## src/rtl/intr_source_ctrl.sv

```systemverilog
// Device-side interrupt controller: edge-detects peripheral requests, masks them,
// and runs the intr/inta handshake with fixed priority (source 0 highest).
module intr_source_ctrl #(
  parameter int NSRC = 4,
  parameter int IDW  = 2
) (
  input  logic            clk,
  input  logic            clr,
  input  logic [NSRC-1:0] irq,
  input  logic            mask_we,
  input  logic [NSRC-1:0] mask_wdata,
  output logic            intr,
  input  logic            inta,
  output logic [IDW-1:0]  ack_id,
  output logic            ack_valid,
  output logic [NSRC-1:0] pending,
  output logic [7:0]      ack_cnt
);

  // state | meaning
  // IDLE  | no request presented to the CPU
  // REQ   | intr asserted, waiting for inta
  // ACKD  | acknowledged, waiting for inta to drop
  typedef enum logic [1:0] {IDLE, REQ, ACKD} state_t;

  state_t          state, state_nxt;
  logic [NSRC-1:0] irq_d;
  logic [NSRC-1:0] mask;
  logic [NSRC-1:0] act;
  logic [NSRC-1:0] set_vec;
  logic [NSRC-1:0] pend_clr;
  logic [IDW-1:0]  winner;
  logic            ack_fire;

  assign act     = pending & mask;
  assign set_vec = irq & ~irq_d;
  assign intr    = (state == REQ);

  always_comb begin
    winner = '0;
    for (int i = NSRC - 1; i >= 0; i--) begin
      if (act[i]) winner = IDW'(i);
    end
  end

  // An inta that finds every pending source masked off has nothing to resolve,
  // so it is treated as a withdrawal rather than an acknowledge.
  always_comb begin
    state_nxt = state;
    ack_fire  = 1'b0;
    pend_clr  = '0;
    case (state)
      IDLE: if (act != '0) state_nxt = REQ;
      REQ: begin
        if (inta && act != '0) begin
          ack_fire         = 1'b1;
          pend_clr[winner] = 1'b1;
          state_nxt        = ACKD;
        end else if (act == '0) begin
          state_nxt = IDLE;
        end
      end
      ACKD: if (!inta) state_nxt = IDLE;
      default: state_nxt = IDLE;
    endcase
  end

  always_ff @(posedge clk or posedge clr) begin
    if (clr) begin
      state     <= IDLE;
      irq_d     <= '0;
      mask      <= '1;
      pending   <= '0;
      ack_id    <= '0;
      ack_valid <= 1'b0;
      ack_cnt   <= '0;
    end else begin
      state     <= state_nxt;
      irq_d     <= irq;
      // a fresh edge on the bit being acknowledged survives the clear
      pending   <= set_vec | (pending & ~pend_clr);
      ack_valid <= ack_fire;
      if (mask_we) mask <= mask_wdata;
      if (ack_fire) begin
        ack_id  <= winner;
        ack_cnt <= ack_cnt + 8'd1;
      end
    end
  end

endmodule

```

## config.mk

```make
export PLATFORM = sky130hd
export DESIGN_NAME = intr_source_ctrl
export DESIGN_NICKNAME = d
export VERILOG_FILES = /design/src/rtl/intr_source_ctrl.sv
export SDC_FILE = /design/constraint.sdc
export NUM_CORES = 1
export LEC_CHECK = 0
export CORE_MARGIN = 3
export CORE_UTILIZATION = 38
export DETAILED_ROUTE_END_ITERATION = 10
export HOLD_SLACK_MARGIN = 0.1
export PLACE_DENSITY = 0.69
export SYNTH_ARGS = -nofsm -noshare
export SYNTH_HDL_FRONTEND = slang
export SYNTH_SLANG_ARGS = --single-unit
```

## constraint.sdc

```tcl
create_clock -name clk -period 1.7 [get_ports clk]
set_input_delay 0.34 -clock clk [delete_from_list [all_inputs] [get_ports clk]]
set_output_delay 0.34 -clock clk [all_outputs]
set_load 0.02 [all_outputs]
```

==> results.yml <==
status:
  status: "finished, final reports clean"
placed_design:
  hpwl_um: 1522
  gp_congestion: 0.7668
  port_buffers: 27
  placedInstanceArea_um2: 1381
  placedCellCount: 141
final_layout:
  final_net_count: 129
  area_growth_pct: 36.35
  final_area_um2: 1413
  n_antenna_cell: 0
  drive_above_1_share: 0.1739
  fin_cells: 145
  post-route-util: 0.5551
sta:
  fin_skew_ns: 0.003627
  relSlewSlack: 0.7895
  rsz0062_at_grt: "no"
  worstMarginPinSlew_ns: 0.3158
  fmax_mhz: 617.5
  finalCritPeriodShare: 0.9527
  drv_slew: 0
  final_hold_viol_count: 0
  min_period_ns: 1.620
  fin_tns_setup_ns: 0
  setup_viol: 0
cts:
  htree_levels: 1
  cts.clk_slew.worst_paths_ns: 0.13
  cts_buffer_depth: 2
  clk_latency_ns: 0.30
  cts_sinks: 25
  cts_buffers: 3
  root_buffer: "clkbuf_4"
  cts_setup_buffers: 0
  cts_tree: "built"
setup_path:
  cpPeakStageDelay_ns: 0.60
  cp_top_family: "buffers and inverters"
  cp_max_fo: 2
  worstPathCellList: "clkdlybuf4s50_1"
  start_kind: "flop"
  critPathBufInv: 1
  critPathSlowestCell: "clkdlybuf4s50_1"
  cp.arrival_ns: 1.28
  crit_required_ns: 1.36
  cp.depth: 1
  r2r_cells: 3
  end_kind: "primary output"
  criticalPathCategory: "flop to primary output"
global_routing:
  grt_pass1_wl_um: 3512
  antenna_found_initial: 0
  grt_usage: 0.1308
  grt_max_degree: 26
  grt_overflow: 0
  grt_pass1_vias: 805
yosys:
  syn_inst: 79
  synth_top_flop_cell: "dfrtp_1"
  synth-seq-cells: 25
  yosysSeqAreaShare: 0.6087
  ys_types: 26
  ys_async_sr_fraction: 1.000
  yosys_warnings: 0
  synth.net_count: 92
  syn_avg_cell_area_um2: 13.11
  syn_area_um2: 1036
  synth_edf_count: 0
run:
  maxCapViolations: 0
floorplan:
  start_util: 0.4071
  pin_count: 28
  core-area_um2: 2545
  die_area_um2: 3389
  placementRows: 18
  die_w_um: 58.22
  die_h_um: 58.22
drt:
  drc: 0
  drtPass1Iterations: 3
  first_iter_violations: 13
  avgRoutedWirePerCell_um: 13.45
  drt_wl_total_um: 1950
  num_vias: 742
  final_antenna_net_count: 0
  vias_per_cell: 5.117
pwr:
  leakage_uw: 0.0006992
  ir_drop_mv: 0.7676
  powerDensity_nw_per_um2: 1384
worst_hold_path:
  hold_path_class: "input port to asynchronous set/reset pin"
## logic make-up (layout without fill, tap and decap cells)
logic type,count (synthesis),in the layout,share of synthesized area
buf+inv,5,41,0.01812
simple gates,21,21,0.1208
fa+ha+maj,1,1,0.01208
flops,25,25,0.6087
compound gates,14,14,0.1172
mux,6,6,0.06401
xor+xnor,7,7,0.05918
## flip-flops by register name, summed over array words and instances, names as in the netlist
name	flops
ack_cnt	8
ack_id	2
ack_valid	1
irq_d	4
mask	4
pending	4
state	2
## cell usage after synthesis (2+ instances only)
library cell / count / area [um2]
nand3_1: 4 / 20.02
mux2_2: 4 / 45.04
dfrtp_1: 21 / 525.5
nor2b_1: 2 / 12.51
and2_1: 2 / 12.51
a21oi_1: 3 / 15.01
a22oi_2: 2 / 25.02
nand2_1: 6 / 22.52
o22a_1: 2 / 17.52
nand4_1: 3 / 18.77
xnor2_1: 6 / 52.55
a22o_1: 3 / 26.28
inv_1: 5 / 18.77
dfstp_2: 4 / 105.1
## cells in the final DEF (no fill, tap or decap), types with 5 or more instances in the layout
| cell | Yosys | routed |
|---|---|---|
| dfrtp_1 | 21 | 21 |
| clkdlybuf4s50_1 | 0 | 13 |
| dlygate4sd2_1 | 0 | 8 |
| nand2_1 | 6 | 6 |
| xnor2_1 | 6 | 6 |
| dlymetal6s2s_1 | 0 | 6 |
| inv_1 | 5 | 5 |
| buf_4 | 0 | 5 |
## repair_timing
item                       in CTS  in global routing
hold buffers                    0                  0
pin swaps                       0                  0
gates cloned                    0                  0
gates resized for setup         8                  6
setup endpoints to repair       8                  6
## worst paths after layout
path	slack, ns	end	startpoint
worst max-delay path	0.08	ack_id[1]	ack_id[1]
worst min-delay path	0.36	ack_cnt[0]	clr
worst max register to register	0.29	ack_cnt[1]	mask[0]
worst min register to register	0.43	pending[0]	irq_d[0]
max in group asynchronous	1.05	mask[2]	clr
min in group clk	0.43	pending[0]	irq_d[0]
## final cells by class
cell class              count  area [um2]
well taps                  30       37.54
repair buffers             32       312.8
flip-flops and latches     25       630.6
multi-input cells          49       386.6
inverters                   5       18.77
fillers                   239        1132
clock buffers               4       26.28
## through the flow
step                power [uW]  worst slack, ns  hold WS, ns
floorplan                 1363           0.3519       0.3644
global placement          1758          0.03531       0.4014
detailed placement        1787         0.009590       0.4215
CTS                       1994         0.002506       0.3649
global route              2095          0.01742       0.3764
finish                    1956          0.08046       0.3581
## where the power goes
part	leakage (uW)	internal [uW]	switching [uW]
combinational	0.000393	392	417
sequential	0.000291	752	140
clock	0.0000150	91.3	163
## routing by layer
layer  up-vias  track usage  part of all wire
li1        352            -                 -
met1       372       0.1688              0.43
met2        18       0.2242              0.50
met3         0      0.03563             0.070
met4         0      0.01987                 0
met5         -            0                 0
(Power assumes the default switching activity.)
